--- config.mk ---
export PLATFORM = sky130hd
export DESIGN_NAME = motor_ramp_sched
export DESIGN_NICKNAME = d
export VERILOG_FILES = /design/src/rtl/motor_sched_pkg.sv /design/src/rtl/motor_ramp_step.sv /design/src/rtl/motor_ramp_sched.sv
export SDC_FILE = /design/constraint.sdc
export NUM_CORES = 1
export LEC_CHECK = 0
export BUFFER_PORTS_ARGS = -buffer_cell sky130_fd_sc_hd__buf_2
export CAP_MARGIN = 20
export CORE_MARGIN = 2
export CORE_UTILIZATION = 63
export DETAILED_ROUTE_END_ITERATION = 8
export PLACE_DENSITY = 0.86
export SYNTH_ARGS = -nofsm -noshare
export SYNTH_HDL_FRONTEND = slang
export SYNTH_SLANG_ARGS = --single-unit
--- constraint.sdc ---
create_clock -name clk -period 10.4 [get_ports clk]
set_clock_uncertainty 0.1 [all_clocks]
set_input_delay 1.56 -clock clk [delete_from_list [all_inputs] [get_ports clk]]
set_output_delay 1.56 -clock clk [all_outputs]
set_load 0.005 [all_outputs]
--- src/rtl/motor_sched_pkg.sv ---
// motor_sched_pkg: command type, scan FSM states and level limit shared by the motor ramp scheduler
package motor_sched_pkg;
  typedef struct packed {
    logic       dir;
    logic [6:0] level;
  } motor_cmd_t;
  typedef enum logic {IDLE, SCAN} state_t;
  localparam int LEVEL_MAX = 127;
endpackage

--- src/rtl/motor_ramp_step.sv ---
// motor_ramp_step: combinational next applied command for one channel given its target, fault and dwell state
module motor_ramp_step
  import motor_sched_pkg::*;
#(
  parameter int STEP = 4
) (
  input  logic [7:0] i_cur,
  input  logic [7:0] i_tgt,
  input  logic       i_fault,
  input  logic       i_dwell_done,
  output logic [7:0] o_next,
  output logic       o_set_fault
);
  motor_cmd_t w_cur, w_tgt;
  logic [7:0] w_cl, w_tl, w_step;
  logic [6:0] w_toward, w_dn;
  assign w_cur = i_cur;
  assign w_tgt = i_tgt;
  assign w_cl = {1'b0, w_cur.level};
  assign w_tl = {1'b0, w_tgt.level};
  assign w_step = 8'(STEP);
  // Approach the target by at most one step, landing exactly on it rather than passing it
  assign w_toward = 7'((w_tl >= w_cl) ? ((w_tl - w_cl > w_step) ? w_cl + w_step : w_tl)
                                      : ((w_cl - w_tl > w_step) ? w_cl - w_step : w_tl));
  assign w_dn = 7'((w_cl > w_step) ? w_cl - w_step : 8'd0);
  assign o_set_fault = i_fault;
  assign o_next = i_fault ? {w_cur.dir, 7'd0}
                : (w_cur.dir == w_tgt.dir) ? {w_cur.dir, w_toward}
                : (w_cl != 8'd0) ? {w_cur.dir, w_dn}
                : {i_dwell_done ? w_tgt.dir : w_cur.dir, 7'd0};
endmodule

--- src/rtl/motor_ramp_sched.sv ---
// motor_ramp_sched: per-tick scan that slews each motor's applied command toward its host target and strobes it out
// Optional MOTOR_SCHED_BRAKE_EN adds a per-channel zero-level dwell before a direction reversal.
module motor_ramp_sched
  import motor_sched_pkg::*;
#(
  parameter int NUM_MOTORS  = 5,
  parameter int CH_W        = 3,
  parameter int RAMP_DIV    = 4096,
  parameter int STEP        = 4,
  parameter int BRAKE_TICKS = 8
) (
  input  logic                    clk,
  input  logic                    reset,
  input  logic                    cmd_valid,
  output logic                    cmd_ready,
  input  logic [CH_W-1:0]         cmd_chan,
  input  logic [7:0]              cmd_data,
  input  logic [NUM_MOTORS-1:0]   motor_fault,
  output logic [NUM_MOTORS-1:0]   motor_write,
  output logic [8*NUM_MOTORS-1:0] motor_data,
  output logic [NUM_MOTORS-1:0]   fault_latched,
  output logic                    busy
);
  localparam int CNT_W = $clog2(RAMP_DIV);
  state_t r_state, w_state_nx;
  logic [CH_W-1:0] r_idx, w_idx_nx;
  logic [CNT_W-1:0] r_cnt;
  logic [7:0] r_tgt [NUM_MOTORS];
  logic [7:0] r_data [NUM_MOTORS];
  logic [NUM_MOTORS-1:0] r_wr, r_fl;
  logic w_tick, w_last, w_acc, w_fault, w_set_fault, w_dwell_done;
  logic [7:0] w_cur, w_tgt, w_next;
  assign w_tick = r_cnt == CNT_W'(RAMP_DIV - 1);
  assign w_last = r_idx == CH_W'(NUM_MOTORS - 1);
  assign busy = r_state == SCAN;
  assign cmd_ready = !(busy && r_idx == cmd_chan);
  assign w_acc = cmd_valid && cmd_ready;
  assign motor_write = r_wr;
  assign fault_latched = r_fl;
  for (genvar k = 0; k < NUM_MOTORS; k++) begin : g_out
    assign motor_data[8*k +: 8] = r_data[k];
  end
  always_comb begin
    w_state_nx = (r_state == IDLE) ? (w_tick ? SCAN : IDLE) : (w_last ? IDLE : SCAN);
    w_idx_nx = (r_state == SCAN && !w_last) ? r_idx + CH_W'(1) : '0;
  end
  always_comb begin
    w_cur = '0;
    w_tgt = '0;
    w_fault = 1'b0;
    for (int k = 0; k < NUM_MOTORS; k++) begin
      if (r_idx == CH_W'(k)) begin
        w_cur = r_data[k];
        w_tgt = r_tgt[k];
        w_fault = motor_fault[k] | r_fl[k];
      end
    end
  end
  motor_ramp_step #(.STEP(STEP)) u_step (
    .i_cur        (w_cur),
    .i_tgt        (w_tgt),
    .i_fault      (w_fault),
    .i_dwell_done (w_dwell_done),
    .o_next       (w_next),
    .o_set_fault  (w_set_fault)
  );
`ifdef MOTOR_SCHED_BRAKE_EN
  localparam int DW_W = $clog2(BRAKE_TICKS + 2);
  logic [DW_W-1:0] r_dwell [NUM_MOTORS];
  logic [DW_W-1:0] w_dwell;
  logic w_hold;
  always_comb begin
    w_dwell = '0;
    for (int k = 0; k < NUM_MOTORS; k++) begin
      if (r_idx == CH_W'(k)) w_dwell = r_dwell[k];
    end
  end
  assign w_dwell_done = w_dwell >= DW_W'(BRAKE_TICKS);
  // A tick spent parked at zero while a reversal is pending advances the dwell
  assign w_hold = !w_fault && w_cur[7] != w_tgt[7] && w_cur[6:0] == 7'd0 && !w_dwell_done;
  always_ff @(posedge clk) begin
    if (reset) begin
      for (int k = 0; k < NUM_MOTORS; k++) r_dwell[k] <= '0;
    end else begin
      for (int k = 0; k < NUM_MOTORS; k++) begin
        if (busy && r_idx == CH_W'(k)) r_dwell[k] <= w_hold ? w_dwell + DW_W'(1) : '0;
        else if (w_acc && cmd_chan == CH_W'(k)) r_dwell[k] <= '0;
      end
    end
  end
`else
  assign w_dwell_done = (BRAKE_TICKS >= 0);
`endif
  always_ff @(posedge clk) begin
    if (reset) begin
      r_state <= IDLE;
      r_idx <= '0;
      r_cnt <= '0;
      r_wr <= '0;
      r_fl <= '0;
      for (int k = 0; k < NUM_MOTORS; k++) begin
        r_tgt[k] <= '0;
        r_data[k] <= '0;
      end
    end else begin
      r_state <= w_state_nx;
      r_idx <= w_idx_nx;
      r_cnt <= w_tick ? '0 : r_cnt + CNT_W'(1);
      r_wr <= '0;
      for (int k = 0; k < NUM_MOTORS; k++) begin
        if (w_acc && cmd_chan == CH_W'(k)) begin
          r_tgt[k] <= cmd_data;
          if (!motor_fault[k]) r_fl[k] <= 1'b0;
        end
        if (busy && r_idx == CH_W'(k)) begin
          r_data[k] <= w_next;
          r_wr[k] <= 1'b1;
          if (w_set_fault) r_fl[k] <= 1'b1;
        end
      end
    end
  end
endmodule

# --- Yosys cells after proc, flatten, opt, wreduce, memory -nomap -nowiden ---
# Memories as Yosys holds them, arrays and structs flattened.
# Cells that the tools add are included.
word_totals:
  ram_bits: 80
  output_inout_bits: 52
  romBits: 0
  latchBits: 0
  register_bits: 26
  memories: 2
  word_cells: 151
  inputBits: 19
classes:
  mux: 87
  bitwise_logic: 16
  div_mod_pow: 0
  order_cmp: 4
  shifts: 0
  add_sub_neg: 6
  reduce_logical: 20
  multipliers: 0
  eq_ne: 11
mem_list:
  columns: ["name", "depth", "width", "rd", "rd_clocked_by_memory_dff", "write_ports", "line", "source"]
  rows:
  - ["r_data", 5, 8, 5, 0, 5, "motor_ramp_sched.sv:29", "logic [7:0] r_data [NUM_MOTORS];"]
  - ["r_tgt", 5, 8, 5, 0, 5, "motor_ramp_sched.sv:28", "logic [7:0] r_tgt [NUM_MOTORS];"]
ops:
  columns: ["op", "count"]
  rows:
  - ["2-to-1 mux 8 bit", 23]
  - ["2-to-1 mux 1 bit", 60]
  - ["2-to-1 mux 7 bit", 4]
  - ["> comparator 8 x 3 -> 1 bit, second input constant", 2]
  - ["subtractor 7 x 7 -> 8 bit", 2]
  - ["OR 1 bit", 15]
  - ["logical AND 1 bit", 13]
  - ["adder 12 x 1 -> 12 bit, second input constant", 1]
  - ["== test 12 bit, second input constant", 1]
  - ["== test 3 x 2 -> 1 bit, second input constant", 4]
  - ["nonzero test 8 bit", 1]
  - ["adder 7 x 3 -> 7 bit, second input constant", 1]
  - ["greater-or-equal comparator 7 bit", 1]
  - ["> comparator 7 x 3 -> 1 bit, second input constant", 1]
  - ["subtractor 7 x 3 -> 7 bit, second input constant", 1]
  - ["== test 3 x 1 -> 1 bit, second input constant", 2]
  - ["== test 3 bit, second input constant", 2]
  - ["logical NOT 3 bit", 2]
  - ["OR reduction 2 bit", 2]
  - ["adder 3 x 1 -> 3 bit, second input constant", 1]
  - ["== test 3 bit", 1]
  - ["logical NOT 1 bit", 2]
  - ["== test 1 bit", 1]
  - ["inverter 1 bit", 1]

# --- Longest topological paths before layout ---
logic_depth:
  depth_word: 13
  mapped_depth: 20
  depth_no_buf: 17

# --- Cells and area by module ---
# A second synthesis with hierarchy kept.
unflattened:
  cells_unflattened: 490
  hier_area_um2: 5579.1
modules_own_cells:
  columns: ["module", "area_per_inst_um2", "seq_area_each_um2", "cells_each", "n_inst"]
  rows:
  - ["motor_ramp_sched", 4408.0, 2922.8, 328, 1]
  - ["motor_ramp_step", 1171.1, 0.0, 162, 1]

# --- Worst setup path after synthesis ---
# No wires, ideal clock.
synth_timing:
  path_kind: "register to register"
  startpoint: "register r_idx[2]"
  endpoint: "memory r_data[2][1], in the netlist r_data[0][17] (data pin)"
  required_ps: 9999
  path_buffers: 4
  stages_incl_launch_ff: 19
  period_less_slack_ps: 4461
  setup_slack_ps: 5939
  arrival_ps: 4059
  setup_time_ps: 301
  cell_sequence: "dfxtp_1 -> clkbuf_1 -> inv_1 -> ha_1 -> buf_2 -> clkbuf_1 -> clkbuf_1 -> o311ai_0 -> o21ai_0 -> inv_1 -> ha_1 -> inv_1 -> fa_1 -> o22ai_1 -> a21oi_1 -> or4_1 -> or3_4 -> a21oi_2 -> o32ai_1"
synth_lines:
  columns: ["element", "line", "source"]
  rows:
  - ["start, declared", "motor_ramp_sched.sv:26", "logic [CH_W-1:0] r_idx, w_idx_nx;"]
  - ["start signal, assigned", "motor_ramp_sched.sv:107", "r_idx <= w_idx_nx;"]
  - ["end, declared", "motor_ramp_sched.sv:29", null]

==> impl_results.md <==
- Share of cells above drive strength 1: 0.166
- Worst-path cell chain: inv_1, ha_1, nor3b_1, a221oi_1, o311ai_0, o21ai_0, inv_1, ha_1, nor2b_1, o21a_1, o21ai_0, a22oi_1, mux2i_1, or2_1, a21oi_2, o32ai_1
- First-pass GRT wire length: 21.1 mm
- Tot GR Track Use: 0.278
- Hold Buf Count CTS: 0
- Setup bufs post-CTS: 0
- Placeable Area: 0.00859 mm2
- Clock power frac: 0.296
- Slowest cell on crit path: nor3b_1
- Design Area, Final: 0.00614 mm2
- Hold_sp: r_cnt[0]
- Final period demand of the worst path: 5.52 ns
- Total net switching power: 0.223 mW
- Pleak: 2.43 nW
- IO Pins: 71
- Hpwl dp: 9.57 mm
- Worst-path clk slew: 0.11 ns
- DR iter-0 viols: 365
- Setup crit start kind: register
- CP max stage delay: 0.84 ns
- Max-slew violations: 0
- DRT Pass-1 Iters: 6
- Seq/Total Area, Yosys: 0.530
- Fraction of registers with async set/reset: 0
- DRC viols: 0
- Syn Area/Cell: 10.5 um2
- Hold depth: 1
- # rows: 34
- Antenna violations before repair: 0
- CTS resizes: 0
- Syn Inst Count: 523
- Total gr overflow: 0
- Die area: 0.00952 mm2
- Max-cap violations: 0
- Vias: 4415
- FF+latch count, synth: 106
- Fillers: 618
- Top cell type's share of synthesized area: 0.436
- Sink Count: 106
- Reg2reg path depth: 16
- Slew headroom: 0.332
- # diodes: 0
- Syn Nets: 567
- FF+latch area: 0.00292 mm2
- I/O Buffers: 70
- # H-tree levels: 3
- Fin util: 0.715
- Synth cell types: 62
- Worst-Margin Slew: 0.999 ns
- HP Class: reg2reg
- Critical path arrival: 5.49 ns
- Crit Path Class: reg2reg
- Cell area power density: 138 mW/mm2
- Final Wtd Congestion: 0.909
- Sw Ratio: 0.263
- Pin count of the biggest net entering global routing: 30
- Die Ht: 97.6 um
- DRT antenna net count: 0
- DRT Wirelength: 13.1 mm
- Reg power frac: 0.574
- Worst Path Required: 10.38 ns
- Tcrit/Tclk final: 0.531
- DR WL/cell: 18.6 um
- Synth Flop Type: edfxtp_1
- Worst-Skew Late Latency: 0.37 ns
- Inserted Clock Buffers: 9
- Synth warn: 0
- DR vias/cell: 6.28
- Kind of cell adding the most delay to the critical path: compound AO/OA/AOI/OAI gates
- Setup TNS: 0 ns
- Post-Place Cell Area: 0.00594 mm2
- Clock buffer depth: 2
- Final setup viols: 0
- Fmax: 181 MHz
- Final-stage net count: 634
- Area occupied by multi-input gates: 0.00235 mm2
- Cell Int Power: 0.624 mW
- Largest cells by area after synthesis: edfxtp_1, dfxtp_1, ha_1, nand2_1, nor2_1
- Crit Reg-Reg Endpoint: r_data[0][16]
- Buffers & Inverters on Critical Path: 2
- Outcome: finished clean
- Worst Hold End: r_cnt[0]
- CTS root buf: clkbuf_8
- RSZ-0062 raised after global routing: no
- R2r setup slk: 4.88 ns
- Crit end category: register
- CTS tree: done
- Startpoint of the worst-slack reg-to-reg timing path: r_idx[0]
- Initial Util: 0.642
- Syn Std Cell Area: 0.00552 mm2
- Max IR drop VDD: 0.000106 V
- Number of global-route vias before repair: 4324
- Crit path max fanout: 19
- Synth area leader: edfxtp_1
- Gate power share: 0.131
- Hold Fails Final Rpt: 0
- Die W: 97.6 um
- Syn-to-layout area delta: 11.3%
- Post-synth EDFFs: 80
## power groups by stage
| stage | combinational, mW | sequential (mW) | clock, mW |
|---|---|---|---|
| 4_1_cts | 0.109 | 0.485 | 0.249 |
| 5_1_grt | 0.122 | 0.488 | 0.265 |
| 3_3_place_gp | 0.105 | 0.494 | 0 |
| 3_5_place_dp | 0.108 | 0.495 | 0 |
| 2_1_floorplan | 0.0737 | 0.493 | 0 |
| 6_report | 0.111 | 0.486 | 0.250 |
## per-stage QoR
step / total power, mW / setup slack [ns] / instances / hold WS, ns
final: 0.847 / 4.88 / 703 / 0.370
after global routing: 0.875 / 4.54 / 703 / 0.404
after CTS: 0.843 / 5.03 / 702 / 0.372
after detailed placement: 0.603 / 5.05 / 686 / 0.347
after global placement: 0.599 / 5.28 / 685 / 0.339
after floorplan: 0.567 / 5.94 / 523 / 0.326
## worst max path at each step
| stage | to | start | cells after the start | slack [ns] |
|---|---|---|---|---|
| 6_report | r_data[0][16] | r_idx[0] | 16 | 4.88 |
| 5_1_grt | r_data[0][16] | r_idx[0] | 14 | 4.54 |
| 4_1_cts | r_data[0][16] | r_idx[0] | 16 | 5.03 |
| 3_5_place_dp | r_data[0][8] | r_idx[0] | 16 | 5.05 |
| 3_3_place_gp | r_data[0][17] | r_idx[0] | 16 | 5.28 |
| 2_1_floorplan | r_data[0][17] | r_idx[2] | 18 | 5.94 |
## layout make-up
type / count / area share
Clock buffer: 12 / 0.0253
Clock inverter: 4 / 0.00693
Sequential cell: 106 / 0.476
Inverter: 37 / 0.0226
Multi-Input combinational cell: 359 / 0.382
Tap cell: 108 / 0.0220
Timing Repair Buffer: 77 / 0.0648
## worst reg2reg max path, cell delays in order (launching register included)
cell,delay [ns]
dfxtp_1,0.37
inv_1,0.11
ha_1,0.59
nor3b_1,0.84
a221oi_1,0.16
o311ai_0,0.31
o21ai_0,0.29
inv_1,0.13
ha_1,0.27
nor2b_1,0.15
o21a_1,0.20
o21ai_0,0.23
a22oi_1,0.13
mux2i_1,0.28
or2_1,0.30
a21oi_2,0.11
o32ai_1,0.67
## placed cells by master (no fill, tap or decap), drive strengths merged, types with 6 or more instances in the layout
master / instances
o21ai: 28
nor2b: 7
o211ai: 6
o22ai: 6
o311ai: 6
ha: 24
nand3: 9
clkbuf: 13
nor2: 46
buf: 76
a221oi: 6
nor3: 12
nand2: 48
xnor2: 14
a21o: 6
inv: 39
and2: 14
and3: 11
a211oi: 8
dfxtp: 26
xor2: 8
nand3b: 6
a21oi: 29
edfxtp: 80
## sequential cells by signal (all words and copies together), names as in the netlist
register       cells
fault_latched      5
busy               1
r_data            40
r_cnt             12
motor_write        5
r_tgt             40
r_idx              3
## cell usage after synthesis, types with 3 or more instances
library cell and count:
a211oi_1 8, a21o_1 6, a21oi_1 28, a221oi_1 6
a31oi_1 5, and2_1 14, and3_1 11, and3b_1 4
buf_2 3, buf_6 3, clkbuf_1 15, dfxtp_1 26
edfxtp_1 80, ha_1 24, inv_1 37, mux2i_1 4
nand2_1 48, nand2b_1 4, nand3_1 9, nand3b_1 6
nand4_1 5, nor2_1 46, nor2b_1 7, nor3_1 12
o211ai_1 6, o21ai_0 24, o21ai_1 4, o22ai_1 6
o311ai_0 5, o31ai_1 3, o32ai_1 5, or2b_1 4
xnor2_1 14, xor2_1 7
## routing by layer
metal / wire [um] / vias up / track usage / share of wire
met3: 1060 / 25 / 0.0403 / 0.081
met5: 0 / - / 0 / 0
met2: 6320 / 237 / 0.467 / 0.48
li1: - / 2046 / - / -
met4: 227 / 0 / 0.0951 / 0.017
met1: 5490 / 2107 / 0.372 / 0.42
## cell families (layout without fill, tap and decap cells)
kind of cell | count (synthesis) | after routing | synth area share
adders and majority gates | 25 | 25 | 0.0581
AOI/OAI and AO/OA | 129 | 129 | 0.162
buffers and inverters | 58 | 130 | 0.0442
DFF | 106 | 106 | 0.530
xor gates and xnor gates | 22 | 22 | 0.0363
and+or+nand+nor | 178 | 178 | 0.160
muxes | 5 | 5 | 0.00930
No activity file was read; power rests on OpenSTA's default activity.
